==> src/rtl/water_level_pkg.sv <==
// water_level_pkg: channel state encodings, fault codes and probe-vector validity check
package water_level_pkg;
  localparam logic [2:0] S_IDLE    = 3'd0;
  localparam logic [2:0] S_FILLING = 3'd1;
  localparam logic [2:0] S_FULL    = 3'd2;
  localparam logic [2:0] S_FAULT   = 3'd3;
  localparam logic [1:0] F_NONE    = 2'b00;
  localparam logic [1:0] F_INVALID = 2'b01;
  localparam logic [1:0] F_TIMEOUT = 2'b10;
  // A thermometer code plus one carries into exactly one fresh bit, so it shares no set bit with itself.
  function automatic logic is_thermometer(input logic [31:0] vec);
    return (vec & (vec + 32'd1)) == 32'd0;
  endfunction
endpackage

==> src/rtl/tank_channel_fsm.sv <==
// tank_channel_fsm: one tank's pump FSM with refill hysteresis, min off time, fill timeout, latched faults
//   in : clk, reset, level (probe vector), enable, fault_clr
//   out: motor_on, fault, fault_code, state_o
module tank_channel_fsm
  import water_level_pkg::*;
#(
  parameter int N_LEVELS     = 3,
  parameter int REFILL_IDX   = 1,
  parameter int MIN_OFF_CYC  = 8,
  parameter int FILL_TIMEOUT = 1024
) (
  input  logic                clk,
  input  logic                reset,
  input  logic [N_LEVELS-1:0] level,
  input  logic                enable,
  input  logic                fault_clr,
  output logic                motor_on,
  output logic                fault,
  output logic [1:0]          fault_code,
  output logic [2:0]          state_o
);
  localparam int FW = $clog2(FILL_TIMEOUT);
  localparam int OW = $clog2(MIN_OFF_CYC + 1) > 0 ? $clog2(MIN_OFF_CYC + 1) : 1;
  localparam logic [FW-1:0] FILL_MAX = FW'(FILL_TIMEOUT - 1);
  localparam logic [OW-1:0] OFF_MAX  = OW'(MIN_OFF_CYC);
  logic [2:0]    state;
  logic [1:0]    code;
  logic [FW-1:0] fill_cnt;
  logic [OW-1:0] off_cnt;
  logic          valid, top;
  always_comb begin
    valid = is_thermometer(32'(level));
    top   = level[N_LEVELS-1];
  end
  always_ff @(posedge clk) begin
    if (reset) begin
      state    <= S_IDLE;
      code     <= F_NONE;
      fill_cnt <= '0;
      off_cnt  <= '0;
    end else if (state == S_FAULT) begin
      // A fault survives enable=0; only a clear with a sane probe vector releases it.
      if (fault_clr && valid) begin
        state <= S_IDLE;
        code  <= F_NONE;
      end
    end else if (!enable) begin
      state <= S_IDLE;
    end else if (!valid) begin
      state <= S_FAULT;
      code  <= F_INVALID;
    end else begin
      case (state)
        S_IDLE, S_FILLING: begin
          if (top) begin
            state   <= S_FULL;
            off_cnt <= '0;
          end else if (state == S_IDLE) begin
            state    <= S_FILLING;
            fill_cnt <= '0;
          end else if (fill_cnt == FILL_MAX) begin
            state <= S_FAULT;
            code  <= F_TIMEOUT;
          end else begin
            fill_cnt <= fill_cnt + 1'b1;
          end
        end
        S_FULL: begin
          // Restart only once the refill probe clears and the pump has rested long enough.
          if (off_cnt != OFF_MAX) off_cnt <= off_cnt + 1'b1;
          if (!level[REFILL_IDX] && off_cnt == OFF_MAX) begin
            state    <= S_FILLING;
            fill_cnt <= '0;
          end
        end
        default: state <= S_IDLE;
      endcase
    end
  end
  always_comb begin
    motor_on   = state == S_FILLING;
    fault      = state == S_FAULT;
    fault_code = code;
    state_o    = state;
  end
endmodule

==> src/rtl/multi_tank_level_controller.sv <==
// multi_tank_level_controller: NUM_TANKS independent pump controllers with a combined fault flag
//   in : clk, reset, level (N_LEVELS per tank), enable, fault_clr (per tank)
//   out: motor_on, fault, fault_code (2b/tank), state_o (3b/tank), any_fault
module multi_tank_level_controller
  import water_level_pkg::*;
#(
  parameter int NUM_TANKS    = 4,
  parameter int N_LEVELS     = 3,
  parameter int REFILL_IDX   = 1,
  parameter int MIN_OFF_CYC  = 8,
  parameter int FILL_TIMEOUT = 1024
) (
  input  logic                          clk,
  input  logic                          reset,
  input  logic [NUM_TANKS*N_LEVELS-1:0] level,
  input  logic [NUM_TANKS-1:0]          enable,
  input  logic [NUM_TANKS-1:0]          fault_clr,
  output logic [NUM_TANKS-1:0]          motor_on,
  output logic [NUM_TANKS-1:0]          fault,
  output logic [2*NUM_TANKS-1:0]        fault_code,
  output logic [3*NUM_TANKS-1:0]        state_o,
  output logic                          any_fault
);
  for (genvar i = 0; i < NUM_TANKS; i++) begin : g_tank
    tank_channel_fsm #(
      .N_LEVELS    (N_LEVELS),
      .REFILL_IDX  (REFILL_IDX),
      .MIN_OFF_CYC (MIN_OFF_CYC),
      .FILL_TIMEOUT(FILL_TIMEOUT)
    ) u_ch (
      .clk       (clk),
      .reset     (reset),
      .level     (level[i*N_LEVELS +: N_LEVELS]),
      .enable    (enable[i]),
      .fault_clr (fault_clr[i]),
      .motor_on  (motor_on[i]),
      .fault     (fault[i]),
      .fault_code(fault_code[2*i +: 2]),
      .state_o   (state_o[3*i +: 3])
    );
  end
  always_comb any_fault = |fault;
endmodule
==> config.mk <==
export PLATFORM = sky130hd
export DESIGN_NAME = multi_tank_level_controller
export DESIGN_NICKNAME = d
export VERILOG_FILES = /design/src/rtl/water_level_pkg.sv /design/src/rtl/tank_channel_fsm.sv /design/src/rtl/multi_tank_level_controller.sv
export SDC_FILE = /design/constraint.sdc
export NUM_CORES = 1
export LEC_CHECK = 0
export CORE_ASPECT_RATIO = 0.5
export CORE_MARGIN = 2
export CORE_UTILIZATION = 40
export DETAILED_ROUTE_END_ITERATION = 8
export GPL_TIMING_DRIVEN = 0
export PLACE_DENSITY = 0.62
export SLEW_MARGIN = 10
export SYNTH_ARGS = -nofsm -noshare
export SYNTH_HDL_FRONTEND = slang
export SYNTH_SLANG_ARGS = --single-unit
==> constraint.sdc <==
create_clock -name clk -period 2.8 [get_ports clk]
set_input_delay 0.56 -clock clk [delete_from_list [all_inputs] [get_ports clk]]
set_output_delay 0.56 -clock clk [all_outputs]
set_load 0.02 [all_outputs]
==> results summary, run 1 <==
The clock tree buffer depth is 2. The routed length per instance came out at 15.5 um. The power share of the clock group is between 40% and 50%. The top cell type's share of synthesized area is 30.6%. The share of the yosys chip area belonging to registers came out at 30.6%.

In this run, placement finished with an instance count of approximately 800. The pre-CTS setup slack is ~150 ps. The number of DRC markers after the initial detailed-route iteration came out at 276. After clock tree synthesis, the clock-pin slew on the worst setup and hold paths is about 60 ps. The share of power burned in registers came out at about 39%. TritonCTS built the clock tree. The number of cells traversed by the worst register-to-register path came out at 7. The number of port buffers is 45.

The leakage dissipation came out at 0.00194 uW. The count of endpoints failing hold in the final timing report came out at 0. The number of distinct library cell variants in the gate-level netlist after synthesis is 68. After Yosys synthesis, XOR and XNOR cells account for 0% of the synthesized area. The power spent charging and discharging nets is 717 uW. The worst setup path is launched from a flop. The initial utilization of the core area, before any placement, comes to a little over two fifths. Summing the areas of all compound-gate instances in the mapped netlist gives 26.7% of the synthesized area. The max-slew headroom at the worst pin came out at 49.7%.

The cell area that synthesis handed to floorplanning was ~4700 um^2. The clock tree skew after final layout is 4.63 ps. The count of TritonRoute iterations in the first routing pass is 4.

Setup repair after global routing left no endpoint under its margin. The largest total area in the synthesized netlist belongs to dfxtp_1. The clock period minus worst slack is 2750 ps. By area, the combinational part of the netlist is dominated by simple AND/OR/NAND/NOR gates. The number of pins exceeding their max-slew limit in the final report is 0.

The cell area reported after detailed placement came out at roughly 5400 um^2. The maximum vdd drop came out at a little over 0.0003 V. The detailed placement HPWL is between 9000 and 10000 um.

The H-tree depth reported by CTS came out at 3. During I/O placement, the number of pins put on the boundary was 51. The number of enable flip-flop cells after synthesis is 0. The final layout contains 685 nets. The internal portion of the total power is between 2000 and 2500 uW. The power density relative to cell area is around 480 nW/um^2.

After detailed routing, the met3 layer carries 713 um of wire. The tightest min-delay check is of the flop to flop type. The number of antenna violations at the first check in global routing came out at 0. By area the synthesized netlist is led by dfxtp_1 (31%), nand3_1 (4.2%), a21oi_1 (3.9%).

The final antenna-violating net count came out at 0. The adder and majority gate portion of the synthesized area came out at about 3.2%. At the pin with the least slew margin, the transition time is 755 ps.

The max capacitance violation total came out at 0. The core footprint came out at around 11000 um^2. The overflow left after global routing is 0.

The routability-driven placement congestion ratio came out at 0.817. The wire length on met1 came out at roughly 6500 um. The detailed route wirelength on metal2 came out at 5270 um. The repair_antennas step left the layout with diodes totalling 0.

The via count of the first global-routing pass was ~4.3k. The full die area is 12700 um^2. The critical path endpoint category is a primary output. For this run, design rule violations remaining after detail routing come to 0. The total routing usage reported by global routing is 20.4%. The ratio of routed vias to standard cells is 5.95. The wire length of the first global-routing pass is 21000 um.

The clock latency of the later-clocked register in the worst-skew pair is 330 ps. The endpoint arrival time on the critical path is between 2000 and 2500 ps. The die height came out at approximately 81 um. Routed signal wires occupy layers up through met4. The total clock buffers created by CTS came out at 9. The row count came out at 27. The total detailed-routing wirelength is 12600 um.

The depth of the worst hold-timing path came out at 2. The total number of vias is 4851. After Yosys synthesis, and, or, nand and nor cells account for 31.7% of the synthesized area. The master cell of the clock root buffer is clkbuf_16. The peak fanout along the critical path came out at 10. The proportion of register bits with asynchronous set or reset after synthesis is 0%. Net switching is 26.0% of the power. Setup slack closes at between 50 and 60 ps. The cell count after synthesis came out at 592. The final setup TNS came out at 0 ps. The maximum number of pins on one net before global-route repair is 13. After synthesis the netlist holds a flip-flop and latch count of 72. The fraction of layout instances using a drive strength above 1 is approximately 8%. Hold is met by 469 ps. The number of clock sinks came out at 72. The multiplexer fraction of the synthesized cell area came out at 0.212%. Combinational logic burns 15.2% of the power.

The flow ran to the end, and the final reports show no timing, DRC or antenna violations. The mean instance size in the synthesized netlist came out at 7.96 um^2. The horizontal die dimension is ~160 um.

The setup path with the least slack is of type flop to primary output. The relative area change from synthesis to final layout came out at 21.1%. The highest clock frequency the design can meet is 0.364 GHz. The number of non-filler instances in the completed layout came out at 815.

The hold buffer count at CTS is 0. The Yosys warning count is 0. The final standard cell area without fillers is 5710 um^2.

The critical path data required time came out at 2240 ps. In the finished design, the share of the clock period the worst path needs comes to 98.1%. The most used flip-flop cell after synthesis is dfxtp_1. Setup violations remaining at the end of the flow were counted as 0.
sequential cells by signal, summed over array words and instances, names as in the netlist:
signal	cells
g_tank.u_ch.fill_cnt	40
g_tank.u_ch.state_o	8
g_tank.u_ch.off_cnt	16
g_tank.u_ch.fault_code	8
worst max-delay path: stages, from the launching register on:
cell             delay [ps]
dfxtp_1                 380
buf_6                   160
clkbuf_1                420
and2b_1                 200
buf_4                   100
clkdlybuf4s50_1         590
cells in the final DEF (no fill, tap or decap), drive strengths merged, types with 8 or more instances in the layout:
| cell | instances |
|---|---|
| a21oi | 37 |
| a31oi | 17 |
| and3 | 12 |
| buf | 22 |
| clkbuf | 30 |
| clkdlybuf4s50 | 45 |
| dfxtp | 72 |
| ha | 12 |
| inv | 33 |
| nand2 | 46 |
| nand2b | 15 |
| nand3 | 40 |
| nand3b | 11 |
| nand4 | 20 |
| nor2 | 27 |
| nor2b | 8 |
| nor3b | 10 |
| o211ai | 8 |
| o21ai | 31 |
| o221ai | 9 |
| o311ai | 8 |
| o31ai | 15 |
| or4 | 19 |
worst paths after layout:
| kind | start | end | slack [ps] |
|---|---|---|---|
| setup / recovery | g_tank[1].u_ch.state_o[0]$_SDFFE_PP0P_ | motor_on[1] | 50 |
| hold / removal | g_tank[2].u_ch.fault_code[0]$_SDFFE_PP0P_ | g_tank[2].u_ch.fault_code[0]$_SDFFE_PP0P_ | 470 |
| setup reg to reg | g_tank[1].u_ch.off_cnt[0]$_SDFFE_PP0P_ | g_tank[1].u_ch.fill_cnt[3]$_SDFFE_PP0P_ | 600 |
| hold reg to reg | g_tank[2].u_ch.fault_code[0]$_SDFFE_PP0P_ | g_tank[2].u_ch.fault_code[0]$_SDFFE_PP0P_ | 470 |
power by group through the flow:
| stage | sequential (uW) | clock (uW) | combinational [uW] |
|---|---|---|---|
| floorplan | 1100 | 0 | 240 |
| global route | 1070 | 1320 | 458 |
| detailed placement | 1090 | 0 | 415 |
| global placement | 1090 | 0 | 414 |
| CTS | 1060 | 1300 | 417 |
| finish | 1060 | 1270 | 418 |
per-stage QoR:
step                      utilization, %  total power (uW)
final                               50.7              2760
after global routing                50.7              2850
after CTS                           50.7              2780
after detailed placement            47.8              1500
after global placement              47.8              1500
after floorplan                        -              1340
what timing repair did:
action / in CTS / in global routing
gates resized for setup: 0 / 2
endpoints found under the setup margin: 0 / 2
buffers inserted: 0 / 0
logic make-up (layout without fill, tap and decap cells):
kind of cell,Yosys count,count (layout)
mux,1,1
buf+inv,73,134
fa+ha+maj,12,12
other cells,1,4
compound gates,179,179
flops,72,72
simple gates,254,254
cell usage after synthesis, types with 10 or more instances:
library cell,n
nor2_1,27
nand3_1,40
or4_1,19
a21oi_1,37
ha_1,12
a31oi_1,17
inv_1,33
nand2b_1,15
nor3b_1,10
nand3b_1,11
dfxtp_1,72
buf_4,13
clkbuf_1,18
and3_1,11
nand2_1,46
nand4_1,20
o31ai_1,15
o21ai_0,21
o21ai_1,10
final cells by class:
class | count | area, um^2
fill | 1109 | 5540
multi-input combinational | 450 | 2930
sequential | 72 | 1440
timing repair buffer | 45 | 450
clock buffer | 12 | 256
buffer | 40 | 229
tap | 159 | 199
inverter | 33 | 124
clock inverter | 4 | 76.3
layer usage:
metal,global-route usage [%],vias to the layer above
li1,-,2407
met1,29.2,2283
met2,32.0,151
met3,4.59,10
met4,3.64,0
met5,0,-
Power figures use the tool's default switching activity.
==> run 2: changes to the inputs <==
--- a/config.mk
+++ b/config.mk
@@ -6,7 +6,6 @@
 export NUM_CORES = 1
 export LEC_CHECK = 0
 export CORE_ASPECT_RATIO = 0.5
-export CORE_MARGIN = 2
 export CORE_UTILIZATION = 40
 export DETAILED_ROUTE_END_ITERATION = 8
 export GPL_TIMING_DRIVEN = 0
==> run 2 against run 1 <==
Net effect: global-route usage up 1.1 points; sequential power about the same; critical path type unchanged; critical path depth stayed put; largest power group is now registers; combinational power hardly changed; critical endpoint unchanged.
==> results summary, run 2 (synthesis gave the netlist of run 1 again) <==
The total routing usage reported by global routing is 21.5%. The analysis attributes to cell leakage a power of just under 0.002 uW. The count of boundary I/O pins came out at 51. After layout, the worst path uses 96.3% of the clock period. The fraction of layout instances using a drive strength above 1 is 7.62%. The slack of the worst reg-to-reg path came out at 640 ps. Measured against its own limit, the worst slew margin works out to 49.5%. For the worst-skew pair, the clock arrives at the later sink with an insertion delay of 330 ps.

The clock tree buffer depth is 2. The number of antenna violations at the first check in global routing came to 0. The full die area is 12200 um^2.

The max capacitance violation total came out at 0. The H-tree depth reported by CTS is 3. Power spread over the standard cell area amounts to 452 nW/um^2. CTS saw 72 sinks. More flip-flops sit in one register than any other, and that register is g_tank.u_ch.fill_cnt. The relative area change from synthesis to final layout came out at 19.7%. The clock slew at the register clock pins of the worst setup and hold paths is 60 ps. The count of endpoints failing hold in the final timing report is 0. The peak fanout along the critical path came out at 10. Row generation in the floorplan step produced 27 rows. The total number of vias came out at 4831. The final standard cell area without fillers came out at around 5600 um^2. The slew at the pin closest to its max-slew limit came out at 757 ps. After detailed routing, the average wire length per cell comes to 16.0 um. The ratio of routed vias to standard cells came out at 5.93. The clock period minus worst slack is 2700 ps. The largest registers in the layout are g_tank.u_ch.fill_cnt (40), g_tank.u_ch.off_cnt (16). The register with the most flip-flops in the layout has 40 of them. The cell area reported after detailed placement came out at 5370 um^2. The die height came out at 78.7 um. The wire length of the first global-routing pass is 21100 um. STA classifies the critical path endpoint as a primary output. The final setup TNS came out at 0 ps.

Once the floorplan was initialized, standard cells occupied 42.0% of the core. The clock tree from TritonCTS is done. The horizontal die dimension came out at ~160 um.

The number of setup violations in the final report came out at 0. The clock tree skew after final layout came out at 9.08 ps. Leaving out fill and tap cells, the most frequent cell in the layout is dfxtp_1. The final antenna-violating net count is 0. STA puts the critical path data required time at 2240 ps. The post-CTS repair timing setup buffer count came out at 0.

The routability-driven placement congestion ratio came out at 0.856. In the final design database the tool counted ~690 nets. The number of pins exceeding their max-slew limit in the final report was 0. The wire-length estimate of the detail-placed layout is about 9000 um. For this run the aggregate overflow at the end of global routing stands at 0. The count of TritonRoute iterations in the first routing pass came out at 5.

The number of filler instances in the final layout is ~1.1k. The run finished with clean final reports. The number of DRC markers after the initial detailed-route iteration came out at 362. The critical path is of the flop to primary output type. Setup repair after global routing left no endpoint under its margin.

Entering global routing, the biggest net connects 12 pins. The number of non-filler instances in the completed layout is 815. In the routed design, unresolved DRC markers number 0. The top cell types in the final layout, fill and taps aside, are dfxtp_1 (72), nand2_1 (46), clkdlybuf4s50_1 (45). The total detailed-routing wirelength is 13000 um. The endpoint arrival time on the critical path is 2140 ps.

The via count of the first global-routing pass came out at 4126. Counting tap cells, the placed design contains a total of approximately 800 instances. The total clock buffers created by CTS came out at 9. The worst setup path is launched from a flop. The path class of the tightest hold or removal check is flop to flop. The final antenna diode count came out at 0. The highest clock frequency the design can meet came out at 0.371 GHz.

The number of port buffers came out at 45. The core footprint is 11200 um^2. The overall power after layout is 2550 uW. The tree is rooted in a clkbuf_16. The maximum vdd drop came out at 0.000305 V.
run 2: changes by cell type in the layout (fill, tap and decap cells not counted):
cell and change:
clkinv_2 +4, bufinv_16 -2, clkbuf_1 +1, clkbuf_8 -1, clkinv_4 -1, clkinvlp_4 -1
run 2: final timing paths:
path	start	endpoint	depth (start not counted)
worst max-delay path	g_tank[1].u_ch.state_o[0]$_SDFFE_PP0P_	motor_on[1]	5
worst min-delay path	g_tank[2].u_ch.fault_code[0]$_SDFFE_PP0P_	g_tank[2].u_ch.fault_code[0]$_SDFFE_PP0P_	2
worst max register to register	g_tank[1].u_ch.off_cnt[0]$_SDFFE_PP0P_	g_tank[1].u_ch.fill_cnt[3]$_SDFFE_PP0P_	7
worst min register to register	g_tank[2].u_ch.fault_code[0]$_SDFFE_PP0P_	g_tank[2].u_ch.fault_code[0]$_SDFFE_PP0P_	2
run 2: where the power goes:
| group | internal [uW] | leakage (uW) | total (uW) | switching [uW] |
|---|---|---|---|---|
| sequential | 1040 | 0.000583 | 1060 | 21.8 |
| clock | 619 | 0.000136 | 1060 | 444 |
| combinational | 166 | 0.00120 | 421 | 255 |
run 2: stage by stage:
| step | hold WS (ps) | util, % | setup WS (ps) |
|---|---|---|---|
| 2_1_floorplan | 448 | - | 979 |
| 3_3_place_gp | 462 | 47.9 | 163 |
| 3_5_place_dp | 470 | 47.9 | 155 |
| 4_1_cts | 481 | 50.3 | 35.0 |
| 5_1_grt | 492 | 50.3 | 21.2 |
| 6_report | 475 | 50.3 | 102 |
run 2: final cells by class:
cell class	instances	area [um^2]	area share, %
multi-input cells	450	2930	52.0
inverters	33	124	2.20
well taps	159	199	3.53
clock inverters	4	20.0	0.355
plain buffers	40	229	4.06
repair buffers	45	450	7.99
flip-flops and latches	72	1440	25.6
clock buffers	12	246	4.37
run 2: timing repair:
action                     in CTS  in global routing
hold buffers                    0                  0
setup endpoints to repair       0                  2
gates resized for setup         0                  2
hold endpoints to repair        0                  0
run 2: routing by layer:
| layer | track usage (%) | vias to the layer above | wire length, um |
|---|---|---|---|
| li1 | - | 2396 | - |
| met1 | 31.9 | 2290 | 6850 |
| met2 | 31.4 | 134 | 5340 |
| met3 | 4.91 | 11 | 726 |
| met4 | 4.31 | 0 | 97 |
| met5 | 0 | - | 0 |
run 2: critical path, stage by stage (launching register included):
cell and delay (ps):
dfxtp_1 380, buf_6 160, clkbuf_1 380, and2b_1 200, buf_4 100, clkdlybuf4s50_1 590
